==> src/rtl/fb_pkg.sv <==
// fb_pkg: shared state encoding, default frame geometry and coordinate types
package fb_pkg;
  typedef enum logic [1:0] {IDLE, FILL, DONE} state_t;
  localparam int DEF_WIDTH   = 640;
  localparam int DEF_HEIGHT  = 480;
  localparam int DEF_COLOR_W = 1;
  typedef logic [15:0] coord_t;
  typedef struct packed {
    coord_t x;
    coord_t y;
  } coord_pair_t;
endpackage

==> src/rtl/raster_counter.sv <==
// raster_counter: x/y raster walk over an inclusive rectangle with a last-pixel flag
module raster_counter #(
  parameter int XW = 10,
  parameter int YW = 9
) (
  input  logic          clk,
  input  logic          reset,
  input  logic          i_load,
  input  logic          i_adv,
  input  logic [XW-1:0] i_x0,
  input  logic [XW-1:0] i_x1,
  input  logic [YW-1:0] i_y0,
  input  logic [YW-1:0] i_y1,
  output logic [XW-1:0] o_x,
  output logic [YW-1:0] o_y,
  output logic          o_last
);
  logic [XW-1:0] r_x, r_x0, r_x1;
  logic [YW-1:0] r_y, r_y1;
  assign o_x    = r_x;
  assign o_y    = r_y;
  assign o_last = r_x == r_x1 && r_y == r_y1;
  // Advancing is suppressed on the last pixel so the walk never runs past the bottom row.
  always_ff @(posedge clk or posedge reset) begin
    if (reset) begin
      r_x  <= '0;
      r_y  <= '0;
      r_x0 <= '0;
      r_x1 <= '0;
      r_y1 <= '0;
    end else if (i_load) begin
      r_x  <= i_x0;
      r_y  <= i_y0;
      r_x0 <= i_x0;
      r_x1 <= i_x1;
      r_y1 <= i_y1;
    end else if (i_adv && !o_last) begin
      r_x <= r_x == r_x1 ? r_x0 : r_x + 1'b1;
      r_y <= r_x == r_x1 ? r_y + 1'b1 : r_y;
    end
  end
endmodule

==> src/rtl/fb_region_filler.sv <==
// fb_region_filler: raster fill of a full or clipped frame-buffer rectangle
// with ready/valid writes, abort, a done pulse and a sticky cleared flag.
module fb_region_filler
  import fb_pkg::*;
#(
  parameter int WIDTH   = DEF_WIDTH,
  parameter int HEIGHT  = DEF_HEIGHT,
  parameter int COLOR_W = DEF_COLOR_W,
  parameter int XW      = $clog2(WIDTH),
  parameter int YW      = $clog2(HEIGHT)
) (
  input  logic               clk,
  input  logic               reset,
  input  logic               start,
  input  logic               full_frame,
  input  logic [XW-1:0]      x0,
  input  logic [YW-1:0]      y0,
  input  logic [XW-1:0]      x1,
  input  logic [YW-1:0]      y1,
  input  logic [COLOR_W-1:0] color,
  input  logic               abort,
  input  logic               wr_ready,
  output logic               wr_en,
  output logic [XW-1:0]      wr_x,
  output logic [YW-1:0]      wr_y,
  output logic [COLOR_W-1:0] wr_data,
  output logic               busy,
  output logic               done,
  output logic               cleared
);
  localparam logic [XW-1:0] XMAX = XW'(WIDTH - 1);
  localparam logic [YW-1:0] YMAX = YW'(HEIGHT - 1);
  state_t               r_state, w_next;
  logic                 r_wr_en, r_busy, r_done, r_cleared;
  logic [COLOR_W-1:0]   r_data;
  logic [XW-1:0]        w_rx0, w_rx1;
  logic [YW-1:0]        w_ry0, w_ry1;
  logic                 w_empty, w_load, w_last;
  // Bottom-right is clipped to the frame, so an origin outside the frame
  // always lands beyond the clipped edge and reads as an empty region.
  always_comb begin
    w_rx0   = full_frame ? '0 : x0;
    w_ry0   = full_frame ? '0 : y0;
    w_rx1   = (full_frame || x1 > XMAX) ? XMAX : x1;
    w_ry1   = (full_frame || y1 > YMAX) ? YMAX : y1;
    w_empty = w_rx0 > w_rx1 || w_ry0 > w_ry1;
  end
  assign w_load = r_state == IDLE && start;
  always_comb begin
    w_next = r_state == IDLE ? (start ? (w_empty ? DONE : FILL) : IDLE) :
             r_state == FILL ? (abort ? IDLE : (wr_ready && w_last) ? DONE : FILL) :
             IDLE;
  end
  always_ff @(posedge clk or posedge reset) begin
    if (reset) begin
      r_state   <= IDLE;
      r_wr_en   <= 1'b0;
      r_busy    <= 1'b0;
      r_done    <= 1'b0;
      r_cleared <= 1'b0;
      r_data    <= '0;
    end else begin
      r_state   <= w_next;
      r_wr_en   <= w_next == FILL;
      r_busy    <= w_next == FILL;
      r_done    <= r_state == DONE;
      r_cleared <= w_load ? 1'b0 : (r_state == DONE ? 1'b1 : r_cleared);
      r_data    <= w_load ? color : r_data;
    end
  end
  raster_counter #(.XW(XW), .YW(YW)) u_raster (
    .clk    (clk),
    .reset  (reset),
    .i_load (w_load),
    .i_adv  (r_state == FILL && wr_ready),
    .i_x0   (w_rx0),
    .i_x1   (w_rx1),
    .i_y0   (w_ry0),
    .i_y1   (w_ry1),
    .o_x    (wr_x),
    .o_y    (wr_y),
    .o_last (w_last)
  );
  assign wr_en   = r_wr_en;
  assign busy    = r_busy;
  assign done    = r_done;
  assign cleared = r_cleared;
  assign wr_data = r_data;
endmodule

==> config.mk <==
export PLATFORM = sky130hd
export DESIGN_NAME = fb_region_filler
export DESIGN_NICKNAME = d
export VERILOG_FILES = /design/src/rtl/fb_pkg.sv /design/src/rtl/raster_counter.sv /design/src/rtl/fb_region_filler.sv
export SDC_FILE = /design/constraint.sdc
export NUM_CORES = 1
export LEC_CHECK = 0
export BUFFER_PORTS_ARGS = -buffer_cell sky130_fd_sc_hd__buf_4
export CORE_MARGIN = 2
export CORE_UTILIZATION = 50
export DETAILED_ROUTE_END_ITERATION = 7
export PLACE_DENSITY = 0.74
export SLEW_MARGIN = 20
export SYNTH_ARGS = -nofsm -noshare
export SYNTH_HDL_FRONTEND = slang
export SYNTH_SLANG_ARGS = --single-unit
==> constraint.sdc <==
create_clock -name clk -period 1.85 [get_ports clk]
set_input_delay 0.37 -clock clk [delete_from_list [all_inputs] [get_ports clk]]
set_output_delay 0.37 -clock clk [all_outputs]
set_load 0.02 [all_outputs]
==> qor.csv, run 1 <==
stage,metric,value,unit
run,cap_violations,0,
clock_tree,cts_buffers,5,
cells_and_area,diodes,0,
synth,yosysTopAreaCell,dfrtp_1,
outcome,outcome,finished with violations,
clock_tree,cts_tree,built,
critical_path,cp-startpoint,u_raster.o_x[8]$_DFFE_PP0P_,
synth,synth_area_leaders,"dfrtp_1 40%, ha_1 7.7%, xor2_1 6.4%",
synth,ys_types,51,
synth,synth_seq_cells,54,
timing,finalSetupTns,-3.06,ns
grt,grt_max_degree,55,
worst_hold_path,worstHoldPathType,in2async,
drt,drtAntennaViolNets,0,
place,dp_hpwl,7270,microns
critical_path,endpoint_kind,flop,
cells_and_area,drive_gt1_frac,0.481,
drt,drt_pass1_iterations,5,
synth,ys.flop_type,dfrtp_1,
critical_path,slowest_delay,0.44,ns
drt,met2WireLength,5070,microns
timing,timing.fmax,475,MHz
critical_path,cp_max_fo,11,
drt,top_layer_used,met4,
synth,synth_area,3400,sq um
critical_path,slowest_stage,dfrtp_2,
place,gp_congestion,0.908,
cells_and_area,final_cell_area,5080,sq um
synth,synth_top_area_frac,0.398,
critical_path,reg2reg_depth,7,
drt,post-route-drc-count,0,
timing,hold_violations,0,
floorplan,die_w,86.4,microns
timing,slew_viol_final,0,
timing,fin_crit,2.11,ns
timing,setup_viol,20,
timing,worst_pin_slew,0.404,ns
cells_and_area,nets,581,
grt,grt_pass1_vias,3249,
synth,synth_area_per_cell,9.30,sq um
drt,vias,3343,
floorplan,start_util,0.508,
synth,ys_async_sr_fraction,1.00,
clock_tree,htree_levels,2,
cells_and_area,layout_commonest_cell,buf_4,
drt,wire_per_inst,17.5,microns
synth,synth_fp_nets,431,
timing,timing.final.crit_share,1.14,
drt,viasPerCell,5.61,
critical_path,ff2ff_setup_slack,-0.26,ns
grt,grt_usage,0.270,
drt,wl_met3,584,microns
critical_path,worst-setup-path-type,reg2reg,
clock_tree,clk_latency,0.31,ns
timing,fin_skew,0.0132,ns
grt,grt_pass1_wl,15900,microns
floorplan,coreArea,6680,sq um
critical_path,crit_required,2.06,ns
synth,postSynthCellCount,365,
power_and_ir_drop,design_power_total,5.17,mW
floorplan,rows,30,
cells_and_area,final_cell_mix,"152 x buf_4, 53 x nand2_1, 46 x dfrtp_1",
drt,drt-initial-drc-count,176,
critical_path,crit_path_start_kind,flop,
synth,synth-seq-area-share,0.398,
cells_and_area,fillers,453,
floorplan,die-area,7470,sq um
clock_tree,cts_sinks,54,
clock_tree,cts_buffer_depth,2,
outcome,violations,setup timing,
clock_tree,cts_root_buffer,clkbuf_8,
timing,maxSlewHeadroom,0.730,
timing,rsz0062_at_grt,true,
critical_path,path_cells,"xor2_1, nor4_2, buf_4, nand4_1, buf_6, mux2_2, a221o_1",
clock_tree,cts.clk_slew.worst_paths,0.11,ns
grt,antenna_found_initial,0,
drt,wl,10400,microns
floorplan,die_h,86.4,microns
cells_and_area,syn_to_final_growth,49.6,%
clock_tree,hold_buffers,0,
place,place_area,4600,sq um
grt,gr-total-overflow,0,
synth,synth_edf_count,0,
power_and_ir_drop,peakVddDrop,415,uV
place,io_buffers,68,
timing,setup_slack,-0.256,ns
critical_path,crit_arrival,2.31,ns
floorplan,ios,69,
power_and_ir_drop,power.leakage,2.43,nW
synth,ys.warnings.count,0,
power_and_ir_drop,pwr_density_cell,1020,nW/um^2
critical_path,rr_startpoint,u_raster.o_x[8]$_DFFE_PP0P_,
drt,drt-met1-wl,4600,microns
worst paths after layout:
path / to
min: u_raster.r_x0[3]$_DFFE_PP0P_
max in group asynchronous: u_raster.o_y[4]$_DFFE_PP0P_
min reg2reg: cleared$_DFFE_PP0P_
max reg2reg: u_raster.o_x[8]$_DFFE_PP0P_
min in group clk: wr_data$_DFFE_PP0P_
max: u_raster.o_x[8]$_DFFE_PP0P_
kinds of logic (layout without fill, tap and decap cells):
kind of cell	count (synthesis)	in the layout	share of synthesized area
DFF	54	54	0.398
muxes	5	5	0.0158
buffers and inverters	19	169	0.0280
xor gates and xnor gates	33	33	0.0851
adders and majority gates	21	21	0.0774
AOI/OAI and AO/OA	80	80	0.162
and+or+nand+nor	153	154	0.234
synthesized netlist by cell type (2+ instances only):
| cell type | n |
|---|---|
| buf_4 | 2 |
| or2_2 | 3 |
| a21o_1 | 10 |
| buf_6 | 2 |
| nor2_1 | 24 |
| and4_1 | 2 |
| clkbuf_1 | 10 |
| nand2_1 | 54 |
| inv_1 | 3 |
| o21ai_0 | 26 |
| a221o_1 | 9 |
| and3_1 | 6 |
| and2_1 | 8 |
| dfrtp_1 | 54 |
| nand3b_1 | 3 |
| o21ai_1 | 3 |
| ha_1 | 21 |
| nand3_1 | 10 |
| nor2b_1 | 19 |
| xor2_1 | 25 |
| nand4_1 | 7 |
| mux2i_1 | 2 |
| mux2_2 | 3 |
| nand2b_1 | 4 |
| o22ai_1 | 2 |
| xnor2_1 | 8 |
| nor3_1 | 2 |
| a21oi_1 | 16 |
| a211oi_1 | 4 |
| nor4_1 | 2 |
routing by layer:
metal | track usage | vias up
met3 | 0.0381 | 17
met5 | 0 | -
met2 | 0.432 | 128
met1 | 0.377 | 1612
met4 | 0.0923 | 0
li1 | - | 1586
critical path: cells and delay by family (launching register included):
kind / cells / cell delay, ns
compound gates: 1 / 0.31
mux: 1 / 0.29
buf+inv: 2 / 0.35
simple gates: 2 / 0.45
flops: 1 / 0.44
xor+xnor: 1 / 0.17
flip-flops by register name, indices dropped and copies added, names as in the netlist, 2 cells and up:
| signal | flops |
|---|---|
| r_state | 2 |
| u_raster.o_x | 10 |
| u_raster.o_y | 9 |
| u_raster.r_x0 | 10 |
| u_raster.r_x1 | 10 |
| u_raster.r_y1 | 9 |
timing repair:
item                       CTS  global route
resized for setup           35            30
buffers inserted             4             8
pin swaps                   18            25
setup endpoints to repair   22            22
cloned                       0             1
per-stage QoR:
step,std cells,hold WS (ns),setup slack [ns],util
6_report,596,0.0913,-0.256,0.760
5_1_grt,596,0.117,-0.283,0.760
4_1_cts,587,0.108,-0.207,0.731
3_5_place_dp,575,0.454,-0.569,0.688
3_3_place_gp,575,0.449,-0.439,0.688
2_1_floorplan,365,0.444,-0.152,-
power by group:
group	switching, mW	leakage, nW	internal [mW]
Combinational	1.37	1.72	1.22
Sequential	0.315	0.657	1.55
Clock	0.398	0.0489	0.311
Total	2.08	2.43	3.08
area by class of cell:
type | instances | area (sq um) | area share
Multi-Input combinational cell | 293 | 2290 | 0.452
Sequential cell | 54 | 1360 | 0.268
Timing Repair Buffer | 158 | 1220 | 0.240
Tap cell | 80 | 100 | 0.0197
Clock buffer | 7 | 86.3 | 0.0170
Inverter | 3 | 11.3 | 0.00222
Clock inverter | 1 | 8.76 | 0.00172
Note: power is estimated with default switching activity, not from simulation.
==> inputs of run 2 (changes only) <==
Settings changed: CORE_UTILIZATION 50 to 40, PLACE_DENSITY 0.74 to 0.61.
==> run 2 against run 1 <==
Net effect:
- the run still ends with setup timing left
- cell area rose by 1.6%
- via count fell by 4.7%
- global-route usage shrank 5.3 points
- worst setup slack gained 0.074 ns
- clock skew is essentially flat
- combinational power down 2%
- clock power shrank 0.6%
- first-iteration DRC count down 26%
- utilization fell by 13 points
- die area up 24%
- critical path type unchanged
- critical endpoint unchanged
- largest power group unchanged
==> qor.csv, run 2 (synthesis results as in run 1) <==
stage,metric,value,unit,change
floorplan,die-area,9240,sq um,+24%
clock_tree,hold_buffers,0,,unchanged
timing,fin_crit,2.03,ns,-0.0736 ns
timing,hold_violations,0,,unchanged
drt,wire_per_inst,15.7,microns,-10%
floorplan,ios,69,,unchanged
timing,slew_viol_final,0,,unchanged
cells_and_area,drive_gt1_frac,0.464,,-0.0164
drt,vias,3185,,-4.7%
timing,timing.fmax,492,MHz,+3.6%
timing,rsz0062_at_grt,true,,
cells_and_area,layout_commonest_cell,buf_4,,
drt,wl,9780,microns,-6.4%
cells_and_area,nets,582,,+0.17%
timing,setup_viol,21,,+5.0%
clock_tree,cts_buffer_depth,2,,unchanged
floorplan,rows,33,,+10%
floorplan,die_w,96.1,microns,+11%
floorplan,die_h,96.1,microns,+11%
drt,drtAntennaViolNets,0,,unchanged
grt,grt_pass1_vias,3156,,-2.9%
cells_and_area,final_cell_mix,"145 x buf_4, 54 x nand2_1, 46 x dfrtp_1",,
grt,gr-total-overflow,0,,unchanged
place,place_area,4680,sq um,+1.8%
timing,worst_pin_slew,0.431,ns,+0.0265 ns
critical_path,slowest_stage,dfrtp_2,,
grt,grt_pass1_wl,15300,microns,-3.4%
place,placed_cells,602,,+4.7%
run,cap_violations,0,,unchanged
critical_path,path_cells,"xor2_1, nor4_2, buf_4, nand4_1, buf_6, mux2_2, a221o_1",,
power_and_ir_drop,design_power_total,5.11,mW,-1.1%
outcome,outcome,finished with violations,,
drt,drt-initial-drc-count,131,,-26%
clock_tree,cts_root_buffer,clkbuf_8,,
clock_tree,cts_buffers,5,,unchanged
cells_and_area,final_cell_area,5160,sq um,+1.6%
cells_and_area,diodes,0,,unchanged
power_and_ir_drop,pwr_density_cell,991,nW/um^2,-2.6%
cells_and_area,syn_to_final_growth,51.9,%,
drt,viasPerCell,5.12,,-8.7%
grt,grt_usage,0.217,,-0.0532
power_and_ir_drop,peakVddDrop,453,uV,+9.3%
power_and_ir_drop,power.leakage,2.45,nW,+0.98%
clock_tree,cts_tree,built,,
critical_path,crit_arrival,2.23,ns,-0.08 ns
critical_path,slowest_delay,0.43,ns,about the same
critical_path,timing.critical_path.buf_inv,2,,unchanged
timing,fin_skew,0.0133,ns,+0.0000246 ns
place,io_buffers,68,,unchanged
grt,antenna_found_initial,0,,unchanged
timing,setup_slack,-0.182,ns,+0.0736 ns
place,dp_hpwl,7390,microns,+1.5%
grt,grt_max_degree,55,,unchanged
cells_and_area,stdcell_count,622,,+4.4%
critical_path,crit_path_start_kind,flop,,
clock_tree,cts.clk_slew.worst_paths,0.10,ns,about the same
clock_tree,cts_sinks,54,,unchanged
timing,hold_slack,0.106,ns,+0.0152 ns
timing,maxSlewHeadroom,0.713,,-0.0174
worst_hold_path,worstHoldPathType,in2async,,
critical_path,crit_required,2.05,ns,about the same
drt,post-route-drc-count,0,,unchanged
critical_path,endpoint_kind,flop,,
critical_path,cp_max_fo,9,,-2
drt,drt_pass1_iterations,4,,-1
place,gp_congestion,0.881,,-3.0%
critical_path,worst-setup-path-type,reg2reg,,
clock_tree,htree_levels,2,,unchanged
floorplan,start_util,0.413,,-0.0950
floorplan,coreArea,8220,sq um,+23%
critical_path,critPathTopFamily,flip-flops,,
timing,timing.final.crit_share,1.10,,-0.0398
clock_tree,clk_latency,0.31,ns,about the same
outcome,violations,setup timing,,
[run 2: layout make-up]
cell class | instances | area (sq um)
repair buffers | 159 | 1300
flip-flops and latches | 54 | 1360
clock inverters | 1 | 8.76
inverters | 3 | 11.3
fillers | 712 | 3060
well taps | 105 | 131
clock buffers | 7 | 86.3
multi-input cells | 293 | 2250
[run 2: path summary, 6_finish.rpt]
path	start	end	slack, ns	cells after the start
worst min-delay path	reset	u_raster.r_x0[1]$_DFFE_PP0P_	0.11	3
worst max-delay path	u_raster.o_x[8]$_DFFE_PP0P_	u_raster.o_x[8]$_DFFE_PP0P_	-0.18	7
worst min register to register	wr_data$_DFFE_PP0P_	wr_data$_DFFE_PP0P_	0.49	2
min in group clk	color	wr_data$_DFFE_PP0P_	0.25	3
worst max register to register	u_raster.o_x[8]$_DFFE_PP0P_	u_raster.o_x[8]$_DFFE_PP0P_	-0.18	7
max in group asynchronous	reset	u_raster.o_x[6]$_DFFE_PP0P_	1.50	3
[run 2: report_power, final]
| part | internal [mW] | switching, mW | total [mW] |
|---|---|---|---|
| combinational | 1.24 | 1.31 | 2.55 |
| clock | 0.311 | 0.395 | 0.705 |
| sequential | 1.55 | 0.303 | 1.85 |
| total | 3.10 | 2.01 | 5.11 |
[run 2: per-stage QoR]
stage          setup TNS (ns)  utilization  setup WS [ns]
2_1_floorplan          -0.922            -         -0.152
3_3_place_gp            -4.73        0.570         -0.477
3_5_place_dp            -5.28        0.570         -0.556
4_1_cts                 -2.39        0.600         -0.167
5_1_grt                 -3.79        0.628         -0.251
6_report                -2.00        0.628         -0.182
[run 2: timing repair]
| item | CTS | global route |
|---|---|---|
| cloned | 0 | 2 |
| pin swaps | 13 | 19 |
| buffers inserted | 4 | 8 |
| setup endpoints to repair | 22 | 22 |
| resized for setup | 30 | 30 |
[run 2: per-layer routing]
layer  track usage  share of wire
met1         0.322           0.47
met2         0.344           0.47
met3        0.0219          0.047
met4        0.0393          0.010
met5             0              0
[run 2: worst min-delay path: stages]
cell and delay, ns:
buf_4 0.11, inv_2 0.05, buf_12 0.27
